===== src/rtl/pc_sequencer.sv =====
// pc_sequencer: fetch-stage program counter with trap, redirect, alignment check and return-address stack
module pc_sequencer #(
    parameter int unsigned          WORD_LEN     = 32,
    parameter int unsigned          INSTR_BYTES  = 4,
    parameter logic [WORD_LEN-1:0]  RESET_VECTOR = '0,
    parameter logic [WORD_LEN-1:0]  TRAP_VECTOR  = WORD_LEN'('h80),
    parameter int unsigned          RAS_DEPTH    = 4,
    localparam int unsigned         PW           = $clog2(RAS_DEPTH),
    localparam int unsigned         CW           = $clog2(RAS_DEPTH + 1)
) (
    input  logic                clk,
    input  logic                reset,
    input  logic                stall,
    input  logic                trap,
    input  logic                redirect_valid,
    input  logic [WORD_LEN-1:0] redirect_target,
    input  logic                call,
    input  logic                ret,
    output logic [WORD_LEN-1:0] pc,
    output logic [WORD_LEN-1:0] pc_plus,
    output logic                misalign_fault,
    output logic [CW-1:0]       ras_count
);
    logic [WORD_LEN-1:0]                pc_q, pc_d;
    logic                               fault_q, fault_d;
    logic [CW-1:0]                      cnt_q, cnt_d;
    logic [PW-1:0]                      sp_q, sp_d, sp_inc;
    logic [RAS_DEPTH-1:0][WORD_LEN-1:0] ras_q, ras_d;
    logic                               misaligned;
    assign pc_plus        = pc_q + WORD_LEN'(INSTR_BYTES);
    assign sp_inc         = sp_q + PW'(1);
    assign misaligned     = (redirect_target & WORD_LEN'(INSTR_BYTES - 1)) != '0;
    assign pc             = pc_q;
    assign misalign_fault = fault_q;
    assign ras_count      = cnt_q;
    // next-state selection: trap > stall > ret > redirect > sequential step
    always_comb begin
        pc_d    = pc_q;
        fault_d = 1'b0;
        cnt_d   = cnt_q;
        sp_d    = sp_q;
        ras_d   = ras_q;
        if (trap) begin
            pc_d = TRAP_VECTOR;
        end else if (stall) begin
            pc_d = pc_q;
        end else if (ret) begin
            pc_d  = (cnt_q != '0) ? ras_q[sp_q] : pc_plus;
            sp_d  = (cnt_q != '0) ? sp_q - PW'(1) : sp_q;
            cnt_d = (cnt_q != '0) ? cnt_q - CW'(1) : cnt_q;
        end else if (redirect_valid && misaligned) begin
            pc_d    = TRAP_VECTOR;
            fault_d = 1'b1;
        end else if (redirect_valid) begin
            pc_d = redirect_target;
            if (call) begin
                sp_d          = sp_inc;
                ras_d[sp_inc] = pc_plus;
                cnt_d         = (cnt_q == CW'(RAS_DEPTH)) ? cnt_q : cnt_q + CW'(1);
            end
        end else begin
            pc_d = pc_plus;
        end
    end
    // state registers; reset clears the stack so the first return after it falls through
    always_ff @(posedge clk) begin
        if (reset) begin
            pc_q    <= RESET_VECTOR;
            fault_q <= 1'b0;
            cnt_q   <= '0;
            sp_q    <= '0;
            ras_q   <= '0;
        end else begin
            pc_q    <= pc_d;
            fault_q <= fault_d;
            cnt_q   <= cnt_d;
            sp_q    <= sp_d;
            ras_q   <= ras_d;
        end
    end
endmodule


===== config.mk =====
export PLATFORM = sky130hd
export DESIGN_NAME = pc_sequencer
export DESIGN_NICKNAME = d
export VERILOG_FILES = /design/src/rtl/pc_sequencer.sv
export SDC_FILE = /design/constraint.sdc
export NUM_CORES = 1
export LEC_CHECK = 0
export BUFFER_PORTS_ARGS = -buffer_cell sky130_fd_sc_hd__buf_2
export CORE_ASPECT_RATIO = 0.7
export CORE_UTILIZATION = 40
export DETAILED_ROUTE_END_ITERATION = 12
export PLACE_DENSITY = 0.63
export SYNTH_ARGS = -nofsm -noshare
export SYNTH_HDL_FRONTEND = slang
export SYNTH_SLANG_ARGS = --single-unit

===== constraint.sdc =====
create_clock -name clk -period 3.2 [get_ports clk]
set_input_delay 0.64 -clock clk [delete_from_list [all_inputs] [get_ports clk]]
set_output_delay 0.64 -clock clk [all_outputs]
set_load 0.01 [all_outputs]

== Yosys cells after proc, flatten, opt, wreduce, memory -nomap -nowiden ==
Cells that the tools add are included.

* Flip-flop bits (word level): 166
* Latch bits: 0
* Memory bits (writable): 0
* Bits in read-only memories: 0
* Input bits: 39
* Output and inout port bits: 68
* Word-level logic and storage cells: 60
* Memories kept: 0

* Add/subtract/negate cells: 5
* Multiply operators: 0
* Divide/modulo/power cells: 0
* Order comparisons: 3
* Eq/ne operators: 5
* Shift operators: 0
* Mux-type cells: 23
* Bitwise operators: 4
* Reduce and logical (&&, ||, !) cells: 11

{| class="wikitable"
|+ Operators by type and width
! cell !! number
|-
| 32-bit two-way mux || 6
|-
| 128-bit bitwise mux || 1
|-
| 32-bit binary-select mux with 2-bit select || 1
|-
| 32-bit demux with 2-bit select || 1
|-
| 32-bit by 3-bit adder with 32-bit output, second input constant || 1
|-
| 32-bit nonzero test || 1
|-
| 3-bit two-way mux || 6
|-
| 8-bit two-way mux || 2
|-
| 6-bit AND reduction || 2
|-
| 2-bit two-way mux || 5
|-
| 7-bit AND reduction || 1
|-
| 2-bit by 3-bit less-than comparator with 1-bit output, second input constant || 2
|-
| 2-bit by 1-bit != test with 1-bit output, second input constant || 2
|-
| 2-bit != test, second input constant || 2
|-
| 1-bit inverter || 4
|-
| 2-bit nonzero test || 2
|-
| 4-bit OR reduction || 1
|-
| 3-bit by 1-bit adder with 3-bit output, second input constant || 1
|-
| 3-bit equality test, second input constant || 1
|-
| 3-bit nonzero test || 1
|-
| 3-bit by 1-bit subtractor with 3-bit output, second input constant || 1
|-
| 2-bit by 1-bit adder with 2-bit output, second input constant || 1
|-
| 2-bit by 1-bit >= comparator with 1-bit output, second input constant || 1
|-
| 1-bit logical AND || 2
|-
| 3 further kinds || 3
|}

== Logic depth before layout (Yosys ltp) ==
* Depth in word-level cells: 6
* Depth in mapped cells: 11
* Mapped depth without buffers: 7

== Worst setup path after synthesis ==
Ideal clock, no wire load.

* Kind: register -> output
* Start: reg pc_q[3], in the netlist pc[3]
* End: out pc_plus[30]
* Data arrival time: 1.984 ns
* Required time: 2.560 ns
* Slack: 0.576 ns
* Cell stages (with the launch flop): 7
* Buffers on the path: 0
* Cell sequence: dfxtp_1 > ha_1 > nand4_1 > or4_1 > or2_1 > xnor2_2 > inv_1

* Cells in the longest elaborated chain, start to end: 1

{| class="wikitable"
|+ Ends and longest elaborated chain
! what !! line !! RTL
|-
| from (decl) || 24 || <nowiki>logic [WORD_LEN-1:0] pc_q, pc_d;</nowiki>
|-
| from (signal assigned) || 74 || <nowiki>pc_q <= pc_d;</nowiki>
|-
| 32-bit by 3-bit adder with 32-bit output || 30 || <nowiki>assign pc_plus = pc_q + WORD_LEN'(INSTR_BYTES);</nowiki>
|-
| to (decl) || 20 || <nowiki>output logic [WORD_LEN-1:0] pc_plus,</nowiki>
|}

Every way passes these cells.

== Worst setup path after layout ==
Same ends and word-level chain as after synthesis.

==> metrics.cfg <==
[worst_setup_path]
crit_chain=ha_4, nand4_1, or4_4, or2_1, xnor2_2, inv_1, buf_2
worstPathMaxFanout=6
criticalPathCategory=flop to primary output
crit_arrival_ns=2.45
cp-start-kind=flop
cp_slowest_stage_delay_ns=0.55
cp_slowest_cell=or4_4
critical-path-top-delay-family=simple AND/OR/NAND/NOR gates
crit_buf_inv=2
endpoint_kind=primary output
cp.required_ns=2.56

[yosys]
ys_async_sr_fraction_pct=0
syn-instance-count=896
ys_warn_count=0
syn-num-nets=941
yosysSeqAreaShare_pct=40.4
syn_area_um2=8220
synth.avg_cell_area_um2=9.17
synth_edf_count=0
synth.distinct_cells=69
synthFlopType=dfxtp_1
ys_ff_latch=166

[cts]
cts.path.max_buffers=2
cts_buffers=17
cts_hold_buf=0
clock_sinks=166
path_clk_slew_ns=0.07
clock-root-buffer=clkbuf_16
clk-insertion-delay-late_ns=0.43
tritoncts=done
h-tree-depth=4

[timing]
max_freq_mhz=323
worst_pin_slew_ns=0.790
setup_viol=0
drv_slew=0
finalCritPeriodShare_pct=96.6
relSlewSlack_pct=46.9
clock_skew_ns=0.0118
hold-worst-slack_ns=0.453
hold_viol_final=0
fin_crit_ns=3.09

[floorplan]
num_rows=43
die_area_um2=21100
die_w_um=173
initial_utilization_pct=41.2
die_h_um=122
ioPinCount=107
coreArea_um2=20000

[cells_and_area]
area_growth_pct=17.2
layout.nets=1028
layout_common_cells=dfxtp_1, nor2_1, buf_2
final_common_cell=dfxtp_1
layout-drive-gt1-share_pct=25.8
antenna_cells=0
final-instance-count-excl-fill=1265
final_util_pct=48.2

[status]
status=finished, final reports clean

[grt]
grt_pass1_wl_um=38200
grt_start_max_net_pins=63
grtUsageTotal_pct=23.8
grt-ovfl-total=0
antenna_found_initial=0
first_global_vias=6399

[pwr]
pwr-share-clk_pct=45.6
p_per_area_nw_per_um2=473
power_frac_comb_pct=7.8
p_leak_uw=0.00369
switching_share_pct=24.8
pwr-share-seq_pct=46.6
peakVddDrop_uv=281
p_int_uw=3420
netSwitchingPower_uw=1130

[run]
drv_cap=0

[place]
gp_congestion=0.871
hpwl_um=17200
dp.cells=1232
portBuffers=106

[routing]
vias_per_cell=5.69
ant_nets=0
drt_iter0_markers=918
post-route-drc-count=0
routed_wirelength_um=24900
avgRoutedWirePerCell_um=19.7
vias=7203
dr.pass1.iters=6

[worst_hold_path]
hp-class=flop to flop

## worst reg2reg max path: cells and delay by family (launching register included)
kind / cells / cell delay [ns]
AOI/OAI and AO/OA: 2 / 0.22
xor gates and xnor gates: 1 / 0.32
adders and majority gates: 1 / 0.17
buffers and inverters: 2 / 0.48
DFF: 1 / 0.38
and+or+nand+nor: 2 / 0.62
## metal layers
| layer | track usage (%) | vias to the layer above | routed length [um] |
|---|---|---|---|
| met2 | 31.5 | 338 | 9760 |
| met4 | 6.14 | 0 | 317 |
| met1 | 36.9 | 3391 | 12300 |
| met3 | 6.43 | 25 | 2600 |
| met5 | 0 | - | 0 |
| li1 | - | 3449 | - |
## state kept, by name, summed over array words and instances (netlist names)
register,cells
ras_count,3
ras_q,128
sp_q,2
misalign_fault,1
pc,32
## timing repair
action                     4_1_cts  5_1_grt
resized for setup                2       11
pin swaps                        2        1
buffers inserted                 2        0
setup endpoints to repair        5        8
## Yosys cell counts, drive strengths merged (22+ instances only)
master | count | share of area, %
a211oi | 110 | 11
a21oi | 56 | 3.4
buf | 39 | 3.4
clkbuf | 40 | 1.9
dfxtp | 166 | 40
inv | 42 | 1.9
mux4 | 32 | 8.8
nand2 | 45 | 2.1
nor2 | 146 | 6.7
nor3 | 22 | 1.6
o21ai | 28 | 1.7
## power groups by stage
stage               combinational [uW]  sequential (uW)  clock, uW
floorplan                          201             2160          0
global placement                   347             2160          0
detailed placement                 346             2170          0
CTS                                351             2120       2090
global route                       380             2120       2190
finish                             357             2120       2080
## stage by stage
stage | worst slack (ns) | power, uW | cell area (um2) | TNS, ns
3_3_place_gp | 0.355 | 2510 | 8980 | 0
3_5_place_dp | 0.284 | 2510 | 8980 | 0
4_1_cts | 0.0301 | 4560 | 9600 | 0
2_1_floorplan | 0.576 | 2360 | 8220 | 0
5_1_grt | -0.0147 | 4690 | 9630 | -0.0147
6_report | 0.108 | 4560 | 9630 | 0
## cell families (layout without fill, tap and decap cells)
logic type / count (synthesis) / count (layout) / synth area share (%)
AND/OR/NAND/NOR: 285 / 285 / 17.0
AO/OA/AOI/OAI: 253 / 253 / 21.9
flip-flops: 166 / 166 / 40.4
buffers and inverters: 122 / 221 / 7.26
multiplexers: 34 / 34 / 9.01
XOR/XNOR: 30 / 30 / 3.38
adder cells (fa/ha/maj): 6 / 6 / 1.01
## cell type report
cell class	instances	area, um2
clock buffers	21	470
repair buffers	148	861
well taps	270	338
clock inverters	10	118
multi-input cells	608	4350
inverters	42	158
fillers	1898	10300
flip-flops and latches	166	3340
## final timing paths
| check | startpoint | to | slack [ns] | cells after the start |
|---|---|---|---|---|
| max | pc[3] | pc_plus[30] | 0.11 | 7 |
| min | ras_q[96] | ras_q[96] | 0.45 | 2 |
| max reg2reg | pc[3] | pc[16] | 0.92 | 8 |
| min reg2reg | ras_q[96] | ras_q[96] | 0.45 | 2 |
Power figures use the tool's default switching activity.
